## src/rtl/cic_pkg.sv

```systemverilog
// Shared constants, encodings and helpers for the CIC layer sequencer.
//   DW       : pixel / result data width
//   AW       : result memory address width
//   IMG_LOG2 : log2 of the image side; pooled side is half of it
package cic_pkg;

    localparam int unsigned DW        = 20;
    localparam int unsigned AW        = 12;
    localparam int unsigned IMG_LOG2  = 6;
    localparam int unsigned POOL_LOG2 = IMG_LOG2 - 1;

    // Result-memory bank select driven on csel
    typedef enum logic [2:0] {
        NSEL = 3'd0,
        L0K0 = 3'd1,
        L0K1 = 3'd2,
        L1K0 = 3'd3,
        L1K1 = 3'd4,
        L2F  = 3'd5
    } csel_e;

    typedef enum logic [3:0] {
        S_IDLE,
        S_CONV_REQ,
        S_CONV_WAIT,
        S_WR_K0,
        S_WR_K1,
        S_RD0,
        S_RD1,
        S_RD2,
        S_RD3,
        S_CAP,
        S_WR_L1,
        S_WR_L2,
        S_DONE
    } state_e;

    // Layer-0 address of one pixel of the 2x2 pooling window at (r, c)
    function automatic logic [AW-1:0] pool_rd_addr(
        input logic [POOL_LOG2-1:0] r,
        input logic [POOL_LOG2-1:0] c,
        input logic                 dy,
        input logic                 dx
    );
        return AW'({r, dy, c, dx});
    endfunction

endpackage

```

## src/rtl/cic_layer_sched_if.sv

```systemverilog
// Conv-engine handshake plus result-memory port of the CIC sequencer.
//   master : sequencer side (drives conv_start/coords, crd/cwr/addresses/data/csel)
//   slave  : conv engine + result memory side
interface cic_layer_sched_if;
    import cic_pkg::*;

    logic                conv_start;
    logic [IMG_LOG2-1:0] conv_x;
    logic [IMG_LOG2-1:0] conv_y;
    logic                conv_done;
    logic [DW-1:0]       conv_res0;
    logic [DW-1:0]       conv_res1;

    logic                crd;
    logic [AW-1:0]       caddr_rd;
    logic [DW-1:0]       cdata_rd;
    logic                cwr;
    logic [AW-1:0]       caddr_wr;
    logic [DW-1:0]       cdata_wr;
    logic [2:0]          csel;

    modport master (
        output conv_start, conv_x, conv_y,
        input  conv_done, conv_res0, conv_res1,
        output crd, caddr_rd,
        input  cdata_rd,
        output cwr, caddr_wr, cdata_wr, csel
    );

    modport slave (
        input  conv_start, conv_x, conv_y,
        output conv_done, conv_res0, conv_res1,
        input  crd, caddr_rd,
        output cdata_rd,
        input  cwr, caddr_wr, cdata_wr, csel
    );

endinterface

```

## src/rtl/cic_maxpool4.sv

```systemverilog
// Serial unsigned max over a stream of words.
//   in_valid : in_data is a word of the current window
//   seed     : this word starts a new window (replaces the running max)
//   max_q    : registered running max
//   max_c    : running max including the word presented this cycle
module cic_maxpool4
    import cic_pkg::*;
(
    input  logic          clk,
    input  logic          rst_n,
    input  logic          in_valid,
    input  logic          seed,
    input  logic [DW-1:0] in_data,
    output logic [DW-1:0] max_q,
    output logic [DW-1:0] max_c
);

    logic [DW-1:0] max_d;

    // Strict greater-than: on a tie the earlier word is kept
    always_comb begin
        max_d = max_q;
        if (in_valid) begin
            if (seed || (in_data > max_q)) begin
                max_d = in_data;
            end
        end
    end

    assign max_c = max_d;

    always_ff @(posedge clk or negedge rst_n) begin
        if (!rst_n) begin
            max_q <= '0;
        end else begin
            max_q <= max_d;
        end
    end

endmodule

```

## src/rtl/cic_layer_sched.sv

```systemverilog
// Frame sequencer for the CIC datapath over a 64x64 frame.
//   clk, reset : clock, async active-low reset
//   ready/busy : frame handshake (ready sampled only in IDLE)
//   bus        : conv-engine request/response and result-memory port
// Conv phase: per pixel request the conv engine, write both kernel results
// to layer 0. Pool phase: per 2x2 window and kernel read 4 words, write the
// max to layer 1 and to the interleaved flatten area in layer 2.
module cic_layer_sched
    import cic_pkg::*;
(
    input  logic              clk,
    input  logic              reset,
    input  logic              ready,
    output logic              busy,
    cic_layer_sched_if.master bus
);

    state_e                state_q, state_d;
    logic [IMG_LOG2-1:0]   x_q, x_d;
    logic [IMG_LOG2-1:0]   y_q, y_d;
    logic [POOL_LOG2-1:0]  r_q, r_d;
    logic [POOL_LOG2-1:0]  c_q, c_d;
    logic                  k_q, k_d;
    logic [DW-1:0]         res1_q, res1_d;

    logic                  busy_q, busy_d;
    logic                  conv_start_q, conv_start_d;
    logic                  crd_q, crd_d;
    logic [AW-1:0]         caddr_rd_q, caddr_rd_d;
    logic                  cwr_q, cwr_d;
    logic [AW-1:0]         caddr_wr_q, caddr_wr_d;
    logic [DW-1:0]         cdata_wr_q, cdata_wr_d;
    logic [2:0]            csel_q, csel_d;

    logic                  pool_valid;
    logic                  pool_seed;
    logic                  rd_dy;
    logic                  rd_dx;
    logic [DW-1:0]         pool_max_q;
    logic [DW-1:0]         pool_max_c;

    // Read data lags crd by one cycle, so window words arrive in RD1..CAP
    assign pool_valid = (state_q == S_RD1) || (state_q == S_RD2) ||
                        (state_q == S_RD3) || (state_q == S_CAP);
    assign pool_seed  = (state_q == S_RD1);

    cic_maxpool4 u_maxpool (
        .clk      (clk),
        .rst_n    (reset),
        .in_valid (pool_valid),
        .seed     (pool_seed),
        .in_data  (bus.cdata_rd),
        .max_q    (pool_max_q),
        .max_c    (pool_max_c)
    );

    // Next state and counters
    always_comb begin
        state_d = state_q;
        x_d     = x_q;
        y_d     = y_q;
        r_d     = r_q;
        c_d     = c_q;
        k_d     = k_q;
        res1_d  = res1_q;

        unique case (state_q)
            S_IDLE: begin
                if (ready) begin
                    x_d     = '0;
                    y_d     = '0;
                    state_d = S_CONV_REQ;
                end
            end
            S_CONV_REQ: begin
                state_d = S_CONV_WAIT;
            end
            S_CONV_WAIT: begin
                if (bus.conv_done) begin
                    res1_d  = bus.conv_res1;
                    state_d = S_WR_K0;
                end
            end
            S_WR_K0: begin
                state_d = S_WR_K1;
            end
            S_WR_K1: begin
                x_d     = IMG_LOG2'(x_q + 1);
                state_d = S_CONV_REQ;
                if (x_q == '1) begin
                    y_d = IMG_LOG2'(y_q + 1);
                    if (y_q == '1) begin
                        r_d     = '0;
                        c_d     = '0;
                        k_d     = 1'b0;
                        state_d = S_RD0;
                    end
                end
            end
            S_RD0:   state_d = S_RD1;
            S_RD1:   state_d = S_RD2;
            S_RD2:   state_d = S_RD3;
            S_RD3:   state_d = S_CAP;
            S_CAP:   state_d = S_WR_L1;
            S_WR_L1: state_d = S_WR_L2;
            S_WR_L2: begin
                state_d = S_RD0;
                if (!k_q) begin
                    k_d = 1'b1;
                end else begin
                    k_d = 1'b0;
                    c_d = POOL_LOG2'(c_q + 1);
                    if (c_q == '1) begin
                        r_d = POOL_LOG2'(r_q + 1);
                        if (r_q == '1) begin
                            state_d = S_DONE;
                        end
                    end
                end
            end
            S_DONE: begin
                state_d = S_IDLE;
            end
            default: begin
                state_d = S_IDLE;
            end
        endcase
    end

    assign rd_dy = (state_d == S_RD2) || (state_d == S_RD3);
    assign rd_dx = (state_d == S_RD1) || (state_d == S_RD3);

    // Registered outputs decoded from the state being entered
    always_comb begin
        busy_d       = !((state_d == S_IDLE) || (state_d == S_DONE));
        conv_start_d = 1'b0;
        crd_d        = 1'b0;
        caddr_rd_d   = caddr_rd_q;
        cwr_d        = 1'b0;
        caddr_wr_d   = caddr_wr_q;
        cdata_wr_d   = cdata_wr_q;
        csel_d       = NSEL;

        unique case (state_d)
            S_CONV_REQ: begin
                conv_start_d = 1'b1;
            end
            S_WR_K0: begin
                cwr_d      = 1'b1;
                csel_d     = L0K0;
                caddr_wr_d = AW'({y_d, x_d});
                cdata_wr_d = bus.conv_res0;
            end
            S_WR_K1: begin
                cwr_d      = 1'b1;
                csel_d     = L0K1;
                caddr_wr_d = AW'({y_d, x_d});
                cdata_wr_d = res1_q;
            end
            S_RD0, S_RD1, S_RD2, S_RD3: begin
                crd_d      = 1'b1;
                csel_d     = k_d ? L0K1 : L0K0;
                caddr_rd_d = pool_rd_addr(r_d, c_d, rd_dy, rd_dx);
            end
            S_WR_L1: begin
                // Last window word is on cdata_rd now; take the combined max
                cwr_d      = 1'b1;
                csel_d     = k_d ? L1K1 : L1K0;
                caddr_wr_d = AW'({r_d, c_d});
                cdata_wr_d = pool_max_c;
            end
            S_WR_L2: begin
                cwr_d      = 1'b1;
                csel_d     = L2F;
                caddr_wr_d = AW'({r_d, c_d, k_d});
                cdata_wr_d = pool_max_q;
            end
            default: begin
            end
        endcase
    end

    always_ff @(posedge clk or negedge reset) begin
        if (!reset) begin
            state_q      <= S_IDLE;
            x_q          <= '0;
            y_q          <= '0;
            r_q          <= '0;
            c_q          <= '0;
            k_q          <= 1'b0;
            res1_q       <= '0;
            busy_q       <= 1'b0;
            conv_start_q <= 1'b0;
            crd_q        <= 1'b0;
            caddr_rd_q   <= '0;
            cwr_q        <= 1'b0;
            caddr_wr_q   <= '0;
            cdata_wr_q   <= '0;
            csel_q       <= '0;
        end else begin
            state_q      <= state_d;
            x_q          <= x_d;
            y_q          <= y_d;
            r_q          <= r_d;
            c_q          <= c_d;
            k_q          <= k_d;
            res1_q       <= res1_d;
            busy_q       <= busy_d;
            conv_start_q <= conv_start_d;
            crd_q        <= crd_d;
            caddr_rd_q   <= caddr_rd_d;
            cwr_q        <= cwr_d;
            caddr_wr_q   <= caddr_wr_d;
            cdata_wr_q   <= cdata_wr_d;
            csel_q       <= csel_d;
        end
    end

    assign busy           = busy_q;
    assign bus.conv_start = conv_start_q;
    assign bus.conv_x     = x_q;
    assign bus.conv_y     = y_q;
    assign bus.crd        = crd_q;
    assign bus.caddr_rd   = caddr_rd_q;
    assign bus.cwr        = cwr_q;
    assign bus.caddr_wr   = caddr_wr_q;
    assign bus.cdata_wr   = cdata_wr_q;
    assign bus.csel       = csel_q;

endmodule

```

## src/flat_wrapper.sv

```systemverilog
// flat-port wrapper written by rule: the top's interface ports become plain ports
module cic_layer_sched_flat import cic_pkg::*;
  (clk, reset, ready, busy, bus_conv_start, bus_conv_x, bus_conv_y, bus_conv_done, bus_conv_res0, bus_conv_res1, bus_crd, bus_caddr_rd, bus_cdata_rd, bus_cwr, bus_caddr_wr, bus_cdata_wr, bus_csel);
  cic_layer_sched_if bus_i ();
  input  logic clk;
  input  logic reset;
  input  logic ready;
  output logic busy;
  output wire logic [$bits(bus_i.conv_start)-1:0] bus_conv_start;
  output wire logic [$bits(bus_i.conv_x)-1:0] bus_conv_x;
  output wire logic [$bits(bus_i.conv_y)-1:0] bus_conv_y;
  input wire logic [$bits(bus_i.conv_done)-1:0] bus_conv_done;
  input wire logic [$bits(bus_i.conv_res0)-1:0] bus_conv_res0;
  input wire logic [$bits(bus_i.conv_res1)-1:0] bus_conv_res1;
  output wire logic [$bits(bus_i.crd)-1:0] bus_crd;
  output wire logic [$bits(bus_i.caddr_rd)-1:0] bus_caddr_rd;
  input wire logic [$bits(bus_i.cdata_rd)-1:0] bus_cdata_rd;
  output wire logic [$bits(bus_i.cwr)-1:0] bus_cwr;
  output wire logic [$bits(bus_i.caddr_wr)-1:0] bus_caddr_wr;
  output wire logic [$bits(bus_i.cdata_wr)-1:0] bus_cdata_wr;
  output wire logic [$bits(bus_i.csel)-1:0] bus_csel;
  assign bus_conv_start = bus_i.conv_start;
  assign bus_conv_x = bus_i.conv_x;
  assign bus_conv_y = bus_i.conv_y;
  assign bus_i.conv_done = bus_conv_done;
  assign bus_i.conv_res0 = bus_conv_res0;
  assign bus_i.conv_res1 = bus_conv_res1;
  assign bus_crd = bus_i.crd;
  assign bus_caddr_rd = bus_i.caddr_rd;
  assign bus_i.cdata_rd = bus_cdata_rd;
  assign bus_cwr = bus_i.cwr;
  assign bus_caddr_wr = bus_i.caddr_wr;
  assign bus_cdata_wr = bus_i.cdata_wr;
  assign bus_csel = bus_i.csel;
  cic_layer_sched u_core (.clk(clk), .reset(reset), .ready(ready), .busy(busy), .bus(bus_i));
endmodule
```

## config.mk

```make
export PLATFORM = sky130hd
export DESIGN_NAME = cic_layer_sched_flat
export DESIGN_NICKNAME = d
export VERILOG_FILES = /design/src/rtl/cic_pkg.sv /design/src/rtl/cic_layer_sched_if.sv /design/src/rtl/cic_maxpool4.sv /design/src/rtl/cic_layer_sched.sv /design/src/flat_wrapper.sv
export SDC_FILE = /design/constraint.sdc
export NUM_CORES = 1
export LEC_CHECK = 0
export BUFFER_PORTS_ARGS = -buffer_cell sky130_fd_sc_hd__buf_2
export CORE_ASPECT_RATIO = 1.1
export CORE_MARGIN = 2
export CORE_UTILIZATION = 55
export CTS_CLUSTER_DIAMETER = 30
export CTS_CLUSTER_SIZE = 40
export DETAILED_ROUTE_END_ITERATION = 8
export HOLD_SLACK_MARGIN = 0.1
export PLACE_DENSITY = 0.91
export SETUP_SLACK_MARGIN = 0.2
export SLEW_MARGIN = 20
export SYNTH_ARGS = -nofsm -noshare
export SYNTH_HDL_FRONTEND = slang
export SYNTH_HIERARCHICAL = 1
export SYNTH_SLANG_ARGS = --single-unit
```

## constraint.sdc

```tcl
create_clock -name clk -period 3.3 [get_ports clk]
set_input_delay 0.33 -clock clk [delete_from_list [all_inputs] [get_ports clk]]
set_output_delay 0.33 -clock clk [all_outputs]
set_load 0.005 [all_outputs]
```

==> metrics.txt, run 1 <==
status=finished clean; top_reg_cell synth=dfrtp_1; Final GP Congestion=just over 0.9; Initial Util=a little under three fifths; vias per cell=6.32; hold slack=between 0.15 and 0.2 ns; Layout Nets=~760; Worst Tran Pin Value=roughly 0.8 ns; main area contributors after synthesis=dfrtp_1, mux2_4, ha_1; Setup WS post-layout=roughly 0.38 ns; ANT nets after route=0; vias in the first global route=about 5,400; IO buf count=126; CTS sink cnt=approximately 120; initial drt markers=approximately 470; # rows=40; post-CTS setup buffers=0; Critical Path Sink Type=flop; io pins=127; top cell type's share of synthesized area=a little under half; DIE WIDTH=around 110 um; Setup crit start kind=flop; Antenna diodes=0; Ys Warns=6; Placeable Area=approximately 11,000 sq um; Tmin final=2.92 ns; most frequent cell after synthesis=dfrtp_1; H-Tree Depth=4; CTS root buf=clkbuf_16; gr ovfl total=0; iteration count of the initial detailed-routing pass=7; period utilisation layout=~89%; Pwr Total=just over 7 mW; final instance area=between 7000 and 8000 sq um; largest net degree at the start of global routing=89; Required @ worst endpoint=3.56 ns; Filler cells=approximately 840; aggregate routed wire length=around 17,000 um; Max clock buf depth=2; area leader, netlist=dfrtp_1; Post-DP HPWL=about 11,000 um; synth-to-layout area growth=22.7%; ys async rst share=between 90% and 100%; Synth Cell Area=6170 sq um; worst-skew pair later-pin latency=~0.4 ns; Mapped Nets=~630; synthesized area per cell=11.5 sq um; EDFF count, synth=0; Netlist cell types=around 70; first-pass GRT wire length=approximately 27,000 um; Power Density=~950 nW/um^2; hold crit path type=in -> reg; Max rail drop VDD=~0.58 mV; via count=5,226; CTS clk-pin slew, worst paths=0.06 ns; Finish-stage setup viols=0; static leakage=3.89 nW; commonest cells in the netlist=dfrtp_1, o21ai_0, inv_1; Hold Fails Final Rpt=0; RSZ-0062 raised after global routing=false; synthesized instance count=~540; Die Height=around 120 um; Setup TNS Final=0 ns; Slew Limit Headroom=a little under half; FF+latch count, synth=between 100 and 150; DP Worst Slack=about 0.38 ns; max-cap viol count=0; final number of max-transition violations=0; DRC errors left=0; worst clock skew=roughly 0.008 ns; TritonCTS clock tree=built; placement-stage cell area=6960 sq um; initial antenna violation count=0; drt wl/cell=20.3 um; CP Max Fanout=12; post-synthesis sequential area ratio=roughly 48%; GRT Util Overall=28.5%; critical path arrival=3.18 ns; Num CTS Buffers=17; fmax=approximately 340 MHz; CP Class=reg -> reg; Die ar.=12,100 sq um; fraction of layout cells with a size suffix above 1=between 30% and 40%
## critical path: stages (launching register included)
cell	delay, ns
dfrtp_1	0.39
inv_1	0.06
ha_1	0.30
nand4_1	0.20
nor4_1	0.40
a21boi_0	0.17
a22oi_2	0.18
buf_6	0.23
mux2_4	0.32
a222oi_1	0.34
o21ai_0	0.17
## placed cells by master (no fill, tap or decap), types with 5 or more instances in the layout
master,netlist,layout
mux2_2,23,23
buf_2,6,125
and3_1,7,7
a22o_1,5,5
nand2b_1,6,6
ha_1,26,26
buf_4,3,15
mux2_4,28,28
clkbuf_16,0,17
a31oi_1,8,8
nand3_1,14,13
nor2_1,23,22
nand4_1,8,8
mux2i_1,26,26
inv_1,29,29
a222oi_1,24,24
nand2_1,22,22
a21oi_1,19,19
o21ai_0,39,39
dfrtp_1,118,118
and2_1,5,5
## kinds of logic after synthesis
family	Yosys count	share of synthesized area, %
compound gates	132	15.6
mux	77	15.2
flops	118	47.8
xor+xnor	4	0.567
buf+inv	60	4.58
fa+ha+maj	26	5.27
simple gates	119	11.0
## repair_timing
| action | in CTS | in global routing |
|---|---|---|
| hold endpoints to repair | 0 | 86 |
| resized for setup | 0 | 1 |
| hold buffers | 0 | 1 |
| endpoints found under the setup margin | 0 | 4 |
## stage by stage
stage / util, % / instances
6_report: 69.5 / 827
5_1_grt: 69.5 / 827
4_1_cts: 69.3 / 826
3_5_place_dp: 63.8 / 794
3_3_place_gp: 63.8 / 794
2_1_floorplan: - / 536
## state kept, by name, summed over array words and instances, names as in the netlist
signal and flops:
u_core/k_q 1, u_core/u_maxpool/max_q 20, u_core/res1_q 20, u_core/bus.cdata_wr 20
u_core/bus.caddr_wr 12, u_core/c_q 5, u_core/bus.conv_start 1, u_core/r_q 5
u_core/state_q 4, u_core/busy 1, u_core/bus.conv_y 6, u_core/bus.cwr 1
u_core/bus.crd 1, u_core/bus.conv_x 6, u_core/bus.csel 3, u_core/bus.caddr_rd 12
## cell type report
| type | instances | area (sq um) | area share (%) |
|---|---|---|---|
| clock buffer | 20 | 447 | 5.89 |
| clock inverter | 12 | 154 | 2.03 |
| inverter | 29 | 109 | 1.44 |
| multi-input combinational | 358 | 2960 | 39.1 |
| sequential | 118 | 2950 | 39.0 |
| tap | 147 | 184 | 2.43 |
| timing repair buffer | 143 | 771 | 10.2 |
## final timing paths
check,start,to,slack [ns],cells after the start
worst min-delay path,bus_conv_res1[6],u_core/res1_q[6],0.15,2
worst max-delay path,u_core/u_maxpool/max_q[13],u_core/bus.cdata_wr[17],0.38,10
min in group asynchronous,reset,u_core/bus.conv_y[2],0.56,2
worst max register to register,u_core/u_maxpool/max_q[13],u_core/bus.cdata_wr[17],0.38,10
worst min register to register,u_core/bus.caddr_rd[6],u_core/bus.caddr_rd[6],0.50,1
max in group asynchronous,reset,u_core/u_maxpool/max_q[11],1.99,3
## power by group
group          internal, mW  switching, mW
registers              2.00          0.436
logic                  1.36           1.53
clock network          1.21          0.665
total                  4.56           2.63
## layer usage
layer  track usage (%)  wire, um  vias to the layer above
met4              14.6       630                        0
met1              32.8      6210                     2566
met2              50.6      8670                      315
met3              6.18      1320                       60
met5                 0         0                        -
li1                  -         -                     2285
Note: power is estimated with default switching activity, not from simulation.
==> run 2, diff against run 1 <==
Settings changed: ABC_AREA from default to 1.
==> metrics.txt, run 2 <==
gr ovfl total=0 (unchanged); area leader, netlist=dfrtp_1 (unchanged); Tmin final=2.57 ns (was 2.92 ns); Setup crit start kind=flop (unchanged); Mapped Nets=881 (was 626); CTS sink cnt=118 (unchanged); drt wl/cell=15.7 um (was 20.3 um); status=finished clean (unchanged); CP max-delay cell=dfrtp_1 (was nor4_1); R2R Path Start=u_core/u_maxpool/max_q[19] (was u_core/u_maxpool/max_q[13]); critical path arrival=2.85 ns (was 3.18 ns); CP Class=reg -> reg (unchanged); worst-skew pair later-pin latency=0.41 ns (about the same); placement-stage cell area=7100 sq um (was 6960 sq um); FF+latch count, synth=118 (unchanged); most frequent cell after synthesis=nand2_1 (was dfrtp_1); CP startpoint=u_core/u_maxpool/max_q[19] (was u_core/u_maxpool/max_q[13]); R2R cell count=17 (was 10); most frequent cells in the layout=nand2_1, buf_2, dfrtp_1, nand3_1, inv_1 (was buf_2, dfrtp_1, o21ai_0, inv_1, mux2_4); Slew Limit Headroom=48.2% (was 46.4%); Layout Nets=1,005 (was 757); CP Max Fanout=21 (was 12); most used cell, CP=nand2_1; DP Worst Slack=0.788 ns (was 0.380 ns); worst path cell trace=inv_1 -> ha_1 -> nand2_1 -> nor2_2 -> nand2_1 -> nor2_2 -> nand2_1 -> nand3_2 -> nand2_2 -> nand2_4 -> nand2_4 -> nand2_1 -> nand2_1 -> nand2_1 -> nand4_1 -> o211ai_1 -> nand2_1 (was inv_1 -> ha_1 -> nand4_1 -> nor4_1 -> a21boi_0 -> a22oi_2 -> buf_6 -> mux2_4 -> a222oi_1 -> o21ai_0); max-cap viol count=0 (unchanged); top cell type's share of synthesized area=46.1% (was 47.8%); period utilisation layout=77.8% (was 88.5%); Setup WS post-layout=0.733 ns (was 0.379 ns); aggregate routed wire length=16,900 um (was 16,800 um); vias per cell=5.50 (was 6.32); Post-DP HPWL=11,700 um (was 11,400 um); Netlist cell types=37 (was 68); most common cell after layout, fill and taps aside=nand2_1 (was buf_2); Critical Path Sink Type=flop (unchanged); fraction of layout cells with a size suffix above 1=24.2% (was 35.9%); Post-CTS Resized=0 (unchanged); commonest cells in the netlist=nand2_1, dfrtp_1, nand3_1 (was dfrtp_1, o21ai_0, inv_1); Pwr Total=7.19 mW (about the same); clock share of power=26.5% (was 26.0%); EDFF count, synth=0 (unchanged); synth-to-layout area growth=20.8% (was 22.7%); Setup crit end=u_core/bus.cdata_wr[10] (was u_core/bus.cdata_wr[17]); Reg power frac=32.9% (was 33.9%); Power Density=931 nW/um^2 (was 948 nW/um^2); GRT Util Overall=28.2% (was 28.5%); Net Sw Frac=41.5% (was 36.5%); fmax=390 MHz (was 342 MHz); Antenna diodes=0 (unchanged); R2R Setup Slk=0.73 ns (was 0.38 ns); Crit path max-delay family=simple AND/OR/NAND/NOR gates (was compound AO/OA/AOI/OAI gates); DRC errors left=0 (unchanged); endpoint of the worst register-to-register path=u_core/bus.cdata_wr[10] (was u_core/bus.cdata_wr[17]); Max clock buf depth=2 (unchanged); initial drt markers=415 (was 468); # rows=41 (was 40); post-CTS setup buffers=0 (unchanged); Initial Util=56.2% (was 56.6%); CP Depth=17 (was 10); TritonCTS clock tree=built (unchanged); main area contributors after synthesis=dfrtp_1, nand2_1, ha_1 (was dfrtp_1, mux2_4, ha_1); Ys Warns=6 (unchanged); Placeable Area=11,400 sq um (was 10,900 sq um); largest net degree at the start of global routing=83 (was 89); iteration count of the initial detailed-routing pass=5 (was 7); synthesized area per cell=8.09 sq um (was 11.5 sq um); ys async rst share=100% (unchanged); io pins=127 (unchanged); Required @ worst endpoint=3.59 ns (was 3.56 ns); Worst Tran Pin Value=0.777 ns (was 0.803 ns); hold crit path type=in -> reg (unchanged); final instance area=7730 sq um (was 7580 sq um); crit path buf inv count=1 (was 2); initial antenna violation count=2 (was 0); final number of max-transition violations=0 (unchanged); Crit path largest cell delay=0.38 ns (was 0.40 ns); Die Height=117 um (was 115 um); top_reg_cell synth=dfrtp_1 (unchanged); CTS root buf=clkbuf_16 (unchanged); via count=5,931 (was 5,226); Switching Power=2.98 mW (was 2.63 mW); post-route core utilization=67.9% (was 69.5%); ANT nets after route=0 (unchanged); Max rail drop VDD=0.575 mV (was 0.576 mV); Num CTS Buffers=17 (unchanged); worst clock skew=0.0101 ns (was 0.00823 ns); Final GP Congestion=0.940 (was 0.921); Finish-stage setup viols=0 (unchanged); post-synthesis sequential area ratio=46.1% (was 47.8%); Die ar.=12,500 sq um (was 12,100 sq um); Hold Fails Final Rpt=0 (unchanged); DIE WIDTH=107 um (was 105 um); first-pass GRT wire length=27,500 um (was 27,000 um); Combinational Power Share=40.6% (was 40.1%); vias in the first global route=5,833 (was 5,371); IO buf count=126 (unchanged); CTS clk-pin slew, worst paths=0.06 ns (about the same); Cell Int Power=4.21 mW (was 4.56 mW); RSZ-0062 raised after global routing=false (unchanged); Setup TNS Final=0 ns (unchanged); static leakage=4.12 nW (was 3.89 nW); Synth Cell Area=6400 sq um (was 6170 sq um); synthesized instance count=791 (was 536); H-Tree Depth=4 (unchanged)
[run 2: changes by cell type after synthesis, moves of 9 or more]
cell | previous run | this run
a222oi_1 | 24 | 0
nand4_1 | 8 | 24
o211ai_1 | 1 | 21
o21ai_0 | 39 | 17
nand3_1 | 14 | 63
mux2_4 | 28 | 0
inv_1 | 29 | 62
mux2i_1 | 26 | 0
clkbuf_1 | 14 | 5
nand2_1 | 22 | 315
[run 2: cell type report]
type	count	area, sq um
Sequential cell	118	2950
Fill cell	920	3660
Tap cell	150	188
Clock buffer	18	439
Inverter	71	272
Timing Repair Buffer	134	699
Clock inverter	14	175
Multi-Input combinational cell	573	3000
[run 2: how the worst min path moves through the flow]
stage                                       from                endpoint  slack [ns]  cells after the start
after CTS                      bus_conv_res1[17]       u_core/res1_q[17]        0.14                      2
after detailed placement  u_core/bus.caddr_rd[6]  u_core/bus.caddr_rd[6]        0.46                      2
final                          bus_conv_res1[17]       u_core/res1_q[17]        0.15                      2
after global placement    u_core/bus.caddr_rd[6]  u_core/bus.caddr_rd[6]        0.45                      2
after global routing           bus_conv_res1[19]       u_core/res1_q[19]        0.14                      2
after floorplan                            reset  u_core/bus.caddr_rd[0]        0.03                      0
[run 2: power groups by stage]
stage / Sequential (mW) / Combinational (mW) / Clock, mW
2_1_floorplan: 2.30 / 2.15 / 0
3_3_place_gp: 2.34 / 2.77 / 0
3_5_place_dp: 2.36 / 2.87 / 0
4_1_cts: 2.35 / 2.90 / 1.92
5_1_grt: 2.43 / 3.26 / 1.99
6_report: 2.37 / 2.92 / 1.91
[run 2: cell families after synthesis]
family / synth area share, %
buffers and inverters: 7.00
AND/OR/NAND/NOR: 31.9
flip-flops: 46.1
AO/OA/AOI/OAI: 6.34
adder cells (fa/ha/maj): 5.08
multiplexers: 3.52
[run 2: through the flow]
| stage | hold WS (ns) | cells |
|---|---|---|
| 2_1_floorplan | 0.0344 | 791 |
| 3_3_place_gp | 0.455 | 1045 |
| 3_5_place_dp | 0.457 | 1045 |
| 4_1_cts | 0.137 | 1077 |
| 5_1_grt | 0.136 | 1078 |
| 6_report | 0.147 | 1078 |
[run 2: per-layer routing]
layer / wire length [um] / GRT usage (%) / vias up
li1: - / - / 2814
met1: 6720 / 33.1 / 2775
met2: 8590 / 49.8 / 289
met3: 1180 / 6.37 / 49
met4: 418 / 13.0 / 4
met5: 24 / 0 / -
[run 2: what timing repair did]
item | CTS | global route
setup endpoints to repair | 0 | 0
hold buffers | 0 | 1
endpoints found under the hold margin | 0 | 80
==> run 3, diff against run 2 <==
Clock period 3.3 ns to 2.55 ns, I/O delays scaled along.
==> metrics.txt, run 3 (synthesized netlist as in run 2, its figures left out) <==
status=complete, but fails checks (was finished clean); failing checks=negative setup slack; R2R Path Start=u_core/u_maxpool/max_q[13] (was u_core/u_maxpool/max_q[19]); CTS clk-pin slew, worst paths=0.06 ns (about the same); Die ar.=12,500 sq um (unchanged); final number of max-transition violations=0 (unchanged); Die Height=117 um (unchanged); CP max-delay cell=dfrtp_1 (unchanged); GRT Util Overall=31.6% (was 28.2%); Pwr Total=11.7 mW (was 7.19 mW); io pins=127 (unchanged); largest net degree at the start of global routing=54 (was 83); endpoint of the worst register-to-register path=u_core/bus.cdata_wr[13] (was u_core/bus.cdata_wr[10]); Setup TNS Final=-0.360 ns (was 0 ns); period utilisation layout=107% (was 77.8%); critical path arrival=2.98 ns (was 2.85 ns); initial drt markers=956 (was 415); final std cells w/o fill=1,155 (was 1,078); Cell Int Power=6.59 mW (was 4.21 mW); Tmin final=2.73 ns (was 2.57 ns); first-pass GRT wire length=30,400 um (was 27,500 um); Required @ worst endpoint=2.79 ns (was 3.59 ns); via count=7,240 (was 5,931); CTS sink cnt=118 (unchanged); Switching Power=5.09 mW (was 2.98 mW); max-cap viol count=0 (unchanged); Crit path largest cell delay=0.43 ns (was 0.38 ns); static leakage=4.57 nW (was 4.12 nW); fmax=366 MHz (was 390 MHz); most used cell, CP=nand2_2 (was nand2_1); Max clock buf depth=2 (unchanged); clock share of power=23.8% (was 26.5%); IO buf count=126 (unchanged); aggregate routed wire length=25,200 um (was 16,900 um); Crit path max-delay family=simple AND/OR/NAND/NOR gates (unchanged); Finish-stage setup viols=8 (was 0); most common cell after layout, fill and taps aside=nand2_1 (unchanged); fraction of layout cells with a size suffix above 1=33.0% (was 24.2%); WHS Endpoint=u_core/u_maxpool/max_q[0] (was u_core/res1_q[17]); Initial Util=56.2% (unchanged); R2R Setup Slk=-0.18 ns (was 0.73 ns); most frequent cells in the layout=nand2_1, buf_2, dfrtp_1, inv_1, nand3_1 (was nand2_1, buf_2, dfrtp_1, nand3_1, inv_1); Post-DP HPWL=11,700 um (about the same); Net Sw Frac=43.6% (was 41.5%); vias per cell=6.27 (was 5.50); H-Tree Depth=4 (unchanged); Placed Instances=1,053 (was 1,045); Reg power frac=27.1% (was 32.9%); hold crit path type=in -> reg (unchanged); CP Max Fanout=10 (was 21); DRC errors left=0 (unchanged); RSZ-0062 raised after global routing=true (was false); synth-to-layout area growth=39.0% (was 20.8%); ANT nets after route=0 (unchanged); Setup WS post-layout=-0.183 ns (was 0.733 ns); worst-skew pair later-pin latency=0.43 ns (was 0.41 ns); Hold Fails Final Rpt=0 (unchanged); CTS root buf=clkbuf_16 (unchanged); Filler cells=685 (was 920); Power Density=1310 nW/um^2 (was 931 nW/um^2); Slew Limit Headroom=52.5% (was 48.2%); initial antenna violation count=0 (was 2); hold depth=3 (was 2); Worst Tran Pin Value=0.712 ns (was 0.777 ns); TritonCTS clock tree=built (unchanged); Hold Startpoint=bus_cdata_rd[0] (was bus_conv_res1[17]); Max rail drop VDD=0.878 mV (was 0.575 mV); Setup crit start kind=flop (unchanged); Placeable Area=11,400 sq um (unchanged); crit path buf inv count=1 (unchanged); Layout Nets=1,081 (was 1,005); iteration count of the initial detailed-routing pass=6 (was 5); worst clock skew=0.0135 ns (was 0.0101 ns); Critical Path Sink Type=flop (unchanged); CP Class=reg -> reg (unchanged); DIE WIDTH=107 um (unchanged); Combinational Power Share=49.1% (was 40.6%); vias in the first global route=6,326 (was 5,833); Final GP Congestion=0.963 (was 0.940); drt wl/cell=21.8 um (was 15.7 um); Num CTS Buffers=17 (unchanged); R2R cell count=17 (unchanged); # rows=41 (unchanged); worst path cell trace=inv_2 -> ha_4 -> nand2_2 -> nor2_2 -> nand2_2 -> nor2_4 -> nand2_1 -> nand3_2 -> nand2_4 -> nand2_8 -> nand2_8 -> nand2_1 -> nand2_2 -> nand2_2 -> nand4_1 -> o211ai_1 -> nand2_1 (was inv_1 -> ha_1 -> nand2_1 -> nor2_2 -> nand2_1 -> nor2_2 -> nand2_1 -> nand3_2 -> nand2_2 -> nand2_4 -> nand2_4 -> nand2_1 -> nand2_1 -> nand2_1 -> nand4_1 -> o211ai_1 -> nand2_1); gr ovfl total=0 (unchanged)
run 3: changes by cell type in the layout (fill, tap and decap cells not counted), moves of 4 or more:
cell           change
buf_4             +35
dlygate4sd3_1     +33
nand2_1           -25
nand2_2           +19
ha_1              -13
ha_4              +13
nand3_1           -13
nand3_2           +12
inv_1              -9
inv_2              +9
clkbuf_8           +5
clkinvlp_4         -5
nand2_4            +5
nor2_4             +4
run 3: area by class of cell:
class	instances	area (sq um)	share of cell area, %
Multi-Input combinational cell	575	3410	38.4
Inverter	71	272	3.05
Antenna cell	1	2.50	0.0281
Sequential cell	118	2950	33.2
Clock buffer	25	515	5.80
Timing Repair Buffer	208	1390	15.6
Clock inverter	7	163	1.83
Tap cell	150	188	2.11
run 3: power by group through the flow:
stage	sequential, mW	combinational, mW	clock [mW]
detailed placement	3.05	3.82	0
global placement	3.03	3.68	0
global route	3.19	5.95	2.87
finish	3.17	5.73	2.79
floorplan	2.98	2.78	0
CTS	3.04	4.08	2.74
run 3: worst max-delay path by stage:
stage | startpoint | to | slack, ns | cells past startpoint
floorplan | u_core/u_maxpool/max_q[19] | u_core/bus.cdata_wr[8] | 0.57 | 18
global placement | u_core/u_maxpool/max_q[19] | u_core/bus.cdata_wr[12] | 0.31 | 17
detailed placement | u_core/u_maxpool/max_q[19] | u_core/bus.cdata_wr[5] | 0.19 | 17
CTS | u_core/u_maxpool/max_q[19] | u_core/bus.cdata_wr[12] | 0.22 | 17
global route | u_core/u_maxpool/max_q[11] | u_core/bus.cdata_wr[13] | -0.20 | 17
finish | u_core/u_maxpool/max_q[13] | u_core/bus.cdata_wr[13] | -0.18 | 17
run 3: timing repair:
action,CTS,global route
hold buffers,34,0
hold endpoints to repair,83,0
setup buffers,4,28
setup endpoints to repair,20,35
gates resized for setup,3,82
cloned,1,2
pin swaps,3,77
run 3: worst min-delay path, cell delays in order:
cell and delay (ns):
buf_2 0.12, nand3_2 0.07, nand2_2 0.04
run 3: through the flow:
stage | cell area (sq um) | hold WS, ns | setup WS [ns] | util, %
after floorplan | 6400 | -0.0406 | 0.569 | -
after global placement | 7170 | 0.345 | 0.309 | 63.0
after detailed placement | 7170 | 0.349 | 0.191 | 63.0
after CTS | 8250 | 0.102 | 0.218 | 72.5
after global routing | 8890 | 0.101 | -0.198 | 78.1
final | 8890 | 0.102 | -0.183 | 78.1
run 3: layer usage:
metal	share of wire [%]	vias to the layer above	global-route usage, %
li1	-	2974	-
met1	31	3305	34.6
met2	46	691	58.2
met3	12	270	6.37
met4	10	0	16.5
met5	0	-	0
